File: config.mk
export PLATFORM = sky130hd
export DESIGN_NAME = arqt_mem_copier
export DESIGN_NICKNAME = d
export VERILOG_FILES = /design/src/rtl/arqt_mem_copier.sv
export SDC_FILE = /design/constraint.sdc
export NUM_CORES = 1
export LEC_CHECK = 0
export BUFFER_PORTS_ARGS = -buffer_cell sky130_fd_sc_hd__buf_2
export CORE_MARGIN = 8
export CORE_UTILIZATION = 40
export DETAILED_ROUTE_END_ITERATION = 16
export GPL_ROUTABILITY_DRIVEN = 0
export GPL_TIMING_DRIVEN = 1
export HOLD_SLACK_MARGIN = 0.06
export PLACE_DENSITY = 0.67
export SYNTH_ARGS = -nofsm -noshare
export SYNTH_HDL_FRONTEND = slang
export SYNTH_SLANG_ARGS = --single-unit
File: constraint.sdc
create_clock -name clk -period 2.4 [get_ports clk]
set_input_delay 0.48 -clock clk [delete_from_list [all_inputs] [get_ports clk]]
set_output_delay 0.48 -clock clk [all_outputs]
set_load 0.1 [all_outputs]
File: src/rtl/arqt_mem_copier.sv
// Avalon-MM master that copies a block of words from src to dst, one word at a time,
// and keeps a running modulo-2^DATA_W checksum of the copied data.
module arqt_mem_copier #(
    parameter int unsigned ADDR_W = 11,
    parameter int unsigned DATA_W = 32,
    parameter int unsigned LEN_W  = 12
) (
    input  logic                  clk,
    input  logic                  reset,
    input  logic                  start,
    input  logic [ADDR_W-1:0]     src_addr,
    input  logic [ADDR_W-1:0]     dst_addr,
    input  logic [LEN_W-1:0]      length,
    output logic                  busy,
    output logic                  done,
    output logic [DATA_W-1:0]     checksum,
    output logic [ADDR_W-1:0]     avm_address,
    output logic                  avm_read,
    output logic                  avm_write,
    output logic [DATA_W-1:0]     avm_writedata,
    output logic [DATA_W/8-1:0]   avm_byteenable,
    input  logic [DATA_W-1:0]     avm_readdata,
    input  logic                  avm_readdatavalid,
    input  logic                  avm_waitrequest
);

    typedef enum logic [2:0] {
        S_IDLE    = 3'd0,
        S_RD_REQ  = 3'd1,
        S_RD_WAIT = 3'd2,
        S_WR_REQ  = 3'd3,
        S_DONE    = 3'd4
    } state_t;

    state_t              state_q, state_d;
    logic [ADDR_W-1:0]   src_q, src_d;
    logic [ADDR_W-1:0]   dst_q, dst_d;
    logic [LEN_W-1:0]    cnt_q, cnt_d;
    logic [DATA_W-1:0]   data_q, data_d;
    logic [DATA_W-1:0]   checksum_q, checksum_d;
    logic                busy_q, busy_d;
    logic                done_q, done_d;
    logic                rd_q, rd_d;
    logic                wr_q, wr_d;
    logic [ADDR_W-1:0]   addr_q, addr_d;
    logic [DATA_W-1:0]   wdata_q, wdata_d;

    // State and datapath registers
    always_ff @(posedge clk) begin
        if (reset) begin
            state_q    <= S_IDLE;
            src_q      <= '0;
            dst_q      <= '0;
            cnt_q      <= '0;
            data_q     <= '0;
            checksum_q <= '0;
            busy_q     <= 1'b0;
            done_q     <= 1'b0;
            rd_q       <= 1'b0;
            wr_q       <= 1'b0;
            addr_q     <= '0;
            wdata_q    <= '0;
        end else begin
            state_q    <= state_d;
            src_q      <= src_d;
            dst_q      <= dst_d;
            cnt_q      <= cnt_d;
            data_q     <= data_d;
            checksum_q <= checksum_d;
            busy_q     <= busy_d;
            done_q     <= done_d;
            rd_q       <= rd_d;
            wr_q       <= wr_d;
            addr_q     <= addr_d;
            wdata_q    <= wdata_d;
        end
    end

    // Next-state logic
    always_comb begin
        state_d = state_q;
        case (state_q)
            S_IDLE: begin
                if (start) begin
                    state_d = (length == '0) ? S_DONE : S_RD_REQ;
                end
            end
            S_RD_REQ: begin
                if (!avm_waitrequest) begin
                    state_d = S_RD_WAIT;
                end
            end
            S_RD_WAIT: begin
                if (avm_readdatavalid) begin
                    state_d = S_WR_REQ;
                end
            end
            S_WR_REQ: begin
                if (!avm_waitrequest) begin
                    state_d = (cnt_q == LEN_W'(1)) ? S_DONE : S_RD_REQ;
                end
            end
            S_DONE:  state_d = S_IDLE;
            default: state_d = S_IDLE;
        endcase
    end

    // Datapath updates; bus outputs are precomputed from the next state so they leave a flop
    always_comb begin
        src_d      = src_q;
        dst_d      = dst_q;
        cnt_d      = cnt_q;
        data_d     = data_q;
        checksum_d = checksum_q;
        case (state_q)
            S_IDLE: begin
                if (start) begin
                    src_d      = src_addr;
                    dst_d      = dst_addr;
                    cnt_d      = length;
                    checksum_d = '0;
                end
            end
            S_RD_WAIT: begin
                if (avm_readdatavalid) begin
                    data_d     = avm_readdata;
                    checksum_d = checksum_q + avm_readdata;
                end
            end
            S_WR_REQ: begin
                if (!avm_waitrequest) begin
                    src_d = src_q + ADDR_W'(1);
                    dst_d = dst_q + ADDR_W'(1);
                    cnt_d = cnt_q - LEN_W'(1);
                end
            end
            default: ;
        endcase

        rd_d    = (state_d == S_RD_REQ);
        wr_d    = (state_d == S_WR_REQ);
        busy_d  = (state_d != S_IDLE);
        done_d  = (state_d == S_DONE);
        wdata_d = data_d;
        addr_d  = addr_q;
        if (rd_d) begin
            addr_d = src_d;
        end else if (wr_d) begin
            addr_d = dst_d;
        end
    end

    assign busy           = busy_q;
    assign done           = done_q;
    assign checksum       = checksum_q;
    assign avm_address    = addr_q;
    assign avm_read       = rd_q;
    assign avm_write      = wr_q;
    assign avm_writedata  = wdata_q;
    assign avm_byteenable = '1;

endmodule

# Word level (Yosys, flattened, before mapping)
# Cells that the tools add are included.
[totals]
ff_bits = 116
output_inout_bits = 83
word_cells = 55
[op_classes]
n_addsub = 4
n_eq_ne = 10
mux = 21
n_reduce_logical = 9
[op_table]
columns = ["operator", "n"]
rows = [
  ["11-bit two-way mux", 6],
  ["32-bit two-way mux", 2],
  ["32-bit one-hot mux with 2 select lines", 1],
  ["11-bit one-hot mux with 2 select lines", 2],
  ["32-bit adder", 1],
  ["12-bit two-way mux", 2],
  ["12-bit one-hot mux with 2 select lines", 1],
  ["11-bit by 1-bit adder with 11-bit output, second input constant", 2],
  ["3-bit two-way mux", 6],
  ["12-bit by 1-bit == test with 1-bit output, second input constant", 1],
  ["12-bit zero test", 1],
  ["3-bit one-hot mux with 4 select lines", 1],
  ["12-bit by 1-bit subtractor with 12-bit output, second input constant", 1],
  ["3-bit by 2-bit == test with 1-bit output, second input constant", 3],
  ["3-bit by 1-bit == test with 1-bit output, second input constant", 2],
  ["2-bit inequality test, second input constant", 3],
  ["3-bit AND reduction", 2],
  ["2-bit nonzero test", 3],
  ["3-bit == test, second input constant", 1],
  ["3-bit zero test", 1],
  ["3-bit nonzero test", 1],
  ["2-bit AND reduction", 1],
]

# Longest topological paths before layout
[logic_depth]
ltp_word = 7
mapped_depth = 12
depth_no_buf = 12

# Worst setup path after synthesis
# OpenSTA, ideal clock, no wires.
[synth_path]
kind = "register to register"
from = "register checksum_q[0], in the netlist checksum[0]"
to = "register checksum_q[28], in the netlist checksum[28]"
setup_time_ps = 126
t_arrival_ps = 3018
required_ps = 2274
setup_slack_ps = -744
path_stages_with_launch = 13
n_path_buf = 0
cell_sequence = "dfxtp_1 > ha_1 > inv_1 > fa_1 > nor2b_1 > o31a_1 > o221ai_2 > o211ai_2 > o31ai_4 > o311ai_1 > a21oi_1 > xor2_1 > o21ai_1"
[synth_via]
elab_chain_len = 3
[synth_rtl]
columns = ["element", "line", "text"]
rows = [
  ["from (decl)", "40", "logic [DATA_W-1:0] checksum_q, checksum_d;"],
  ["from (signal assigned)", "69", "checksum_q <= checksum_d;"],
  ["32-bit adder", "127", "checksum_d = checksum_q + avm_readdata;"],
  ["32-bit two-way mux", "125", "if (avm_readdatavalid) begin"],
  ["32-bit one-hot mux with 2 select lines", "115", "case (state_q)"],
]
# Every way passes these cells. The select of a mux whose other input is x is not followed.
# A chain may end at the register's enable or synchronous reset.

# Final worst setup path
[layout_path]
from = "register checksum_q[1], in the netlist checksum[1]"
to = "register checksum_q[27], in the netlist checksum[27]"
# The elaborated chain is that of the path after synthesis.

==> metrics <==
Crit Reg-Reg Startpoint=checksum[1]; CP cell instances=ha_4 -> a211o_1 -> a211oi_4 -> o311ai_4 -> nand4_1 -> a21o_1 -> o21ai_2 -> a21oi_1 -> mux2_1 -> nand3_1; final setup vio count=3; fin area=0.00899 sq mm; Setup CP Type=flop to flop; worst slew pin tran=0.537 ns; P_leak=4.04 nW; Worst VDD drop=0.000500 V; RSZ-0062 raised after global routing=true; required time worst endpoint=2.75 ns; fraction of layout cells with a size suffix above 1=0.333; Max Slew Vio Count=0; failing checks=negative setup slack; WL met3=1470 um; sw frac=0.319; initial antenna violation count=0; effective utilization at floorplan=0.408; setup ws final=-0.0361 ns; Worst setup startpoint=checksum[1]; Core Rows=46; r2r worst-path depth=10; latest clock arrival within the worst-skew pair=0.42 ns; wirelength, routed=19500 um; Vias=6651; post-synthesis instance total=821; pin count of the biggest net entering global routing=76; largest cells by area after synthesis=dfxtp_1 (36%), nand2_1 (8.1%), a21oi_1 (7.2%); CTS Root Cell=clkbuf_16; Final min period=2.44 ns; P_sw=1.97 mW; # DRC=0; Flop pwr share=0.342; 1st-pass router iterations=5; CTS tree=built; Crit-path slowest cell=dfxtp_4; fin crit share=1.02; register bit total from synthesis=116; Placed Area=0.00813 sq mm; total of max-cap violations=0; Mean Syn Cell Area=7.87 sq um; worst hold path type=primary input to flop; last element of the critical path=checksum[27]; Post-CTS Hold Buffers=0; fillers=1424; die area=0.0205 sq mm; number of synthesized flops with an enable pin=0; Synth area leader=dfxtp_1; Cell Pwr Density=686 mW/mm^2; Num CTS Buffers=17; die height=143 um; combined area of the multi-input logic cells=0.00413 sq mm; Clock Sink Count=116; register area=0.00240 sq mm; count leader, synth=nand2_1; Clock H-tree levels=4; Fmax=410 MHz; Post-synth top flop=dfxtp_1; Die Wd=143 um; Routed Antenna Nets=0; synth warn=0; first-pass GRT wire length=31600 um; sequential fraction of the synthesis area=0.359; top sig layer=met4; initial drt markers=434; global route overflow=0; final hold violations=0; worst hold slack=0.309 ns; Comb pwr share=0.233; vias in the first global route=6457; post-DR wirelength/cell=15.4 um; routed length on met1=8500 um; synthesized cell area=0.00646 sq mm; met2 wire len=9160 um; Distinct cells, synth=75; Boundary Pins=154; clock transition at the registers of the reported paths=0.06 ns; family with the most delay on the worst path=compound AO/OA/AOI/OAI gates; top cell type's share of synthesized area=0.359; fin nets=1149; clock buffer depth=2; outcome=finished with violations; max_slew headroom=0.642; Total GRT Usage=0.192; Post-synth ARST share=0; Critical Path Sink Type=flop; core footprint=0.0158 sq mm; Via density=5.23; Worst R2R Setup Slack=-0.04 ns; Crit path depth=10; # port buffers=149; hpwl dp=14300 um; Buf+Inv Stages, Crit Path=0; CP arrival=2.78 ns; area grow syn2layout=39.1%; crit start category=flop; Worst R2R End=checksum[27]; Crit Path Max Fanout=3; Clock power frac=0.425; # diodes=0; internal power=4.20 mW; commonest cells in the netlist=nand2_1 (140), dfxtp_1 (116), a21oi_1 (93), nor2_1 (73), o21ai_0 (52); Clock Skew=0.00935 ns; max incr delay on CP=0.36 ns
-- registers in the layout (all words and copies together) (netlist names) --
register       flops
avm_writedata     32
checksum          32
cnt_q             12
avm_address       11
dst_q             11
src_q             11
state_q            3
avm_read           1
avm_write          1
busy               1
done               1
-- worst min path at each step --
stage | start | to | slack, ns | cells past startpoint
after floorplan | cnt_q[10] | cnt_q[10] | 0.44 | 2
after global routing | avm_readdata[18] | avm_writedata[18] | 0.31 | 3
after detailed placement | avm_writedata[0] | avm_writedata[0] | 0.44 | 2
final | src_addr[4] | src_q[4] | 0.31 | 3
after global placement | avm_writedata[20] | avm_writedata[20] | 0.44 | 2
after CTS | src_addr[4] | src_q[4] | 0.30 | 3
-- power groups by stage --
stage          clock network, mW  registers, mW  logic (mW)
2_1_floorplan                  0           2.53       0.620
3_3_place_gp                   0           2.14        1.40
3_5_place_dp                   0           2.14        1.40
4_1_cts                     2.67           2.10        1.42
5_1_grt                     2.76           2.12        1.55
6_report                    2.62           2.11        1.44
-- area by class of cell --
| class | instances | share of cell area |
|---|---|---|
| multi-input combinational | 646 | 0.460 |
| sequential | 116 | 0.267 |
| timing repair buffer | 251 | 0.172 |
| clock buffer | 21 | 0.0490 |
| tap | 216 | 0.0301 |
| clock inverter | 11 | 0.0177 |
| inverter | 10 | 0.00418 |
-- stage by stage --
step	cells	setup TNS [ns]	util	worst slack, ns	total power [mW]
after floorplan	824	-0.804	-	-0.208	3.15
after global placement	1228	-4.07	0.514	-0.416	3.54
after detailed placement	1228	-4.92	0.514	-0.461	3.55
after CTS	1267	-0.0242	0.562	-0.0174	6.20
after global routing	1271	-1.23	0.568	-0.145	6.43
final	1271	-0.0949	0.568	-0.0361	6.16
-- cells in the final DEF, fill, tap and decap left out, types with 8 or more instances in the layout --
master	synthesis	layout
ha_1	35	26
buf_4	4	98
xor2_1	17	17
a221oi_1	10	9
a21o_1	14	14
clkbuf_16	0	17
mux2i_1	8	8
nor2_1	73	72
a21oi_1	93	89
xnor2_1	12	12
inv_1	10	9
o21ai_1	5	11
buf_2	8	148
o21ai_0	52	44
and3_1	14	14
dfxtp_1	116	91
nand3_1	21	21
dfxtp_4	0	18
nor3_1	11	9
a211oi_1	14	14
a31oi_1	9	9
nor2b_1	17	16
nand2_1	140	139
ha_4	0	9
-- metal layers --
metal,global-route usage,vias up
li1,-,3368
met1,0.234,3051
met2,0.322,199
met3,0.0437,33
met4,0.0761,0
met5,0,-
-- tightest hold or removal path, cell delays in order --
cell and delay (ns):
buf_2 0.08, a21oi_1 0.06, nor2_1 0.07
-- timing repair --
action                     in CTS  in global routing
setup endpoints to repair      10                 18
resized for setup              16                 20
pin swaps                      23                 16
hold endpoints to repair        0                  0
setup buffers                   7                  4
-- logic make-up after synthesis --
| family | synth area share |
|---|---|
| xor gates and xnor gates | 0.0393 |
| and+or+nand+nor | 0.225 |
| muxes | 0.0159 |
| other | 0.000580 |
| AOI/OAI and AO/OA | 0.249 |
| adders and majority gates | 0.0708 |
| DFF | 0.359 |
| buffers and inverters | 0.0399 |
No activity file was read; power rests on OpenSTA's default activity.
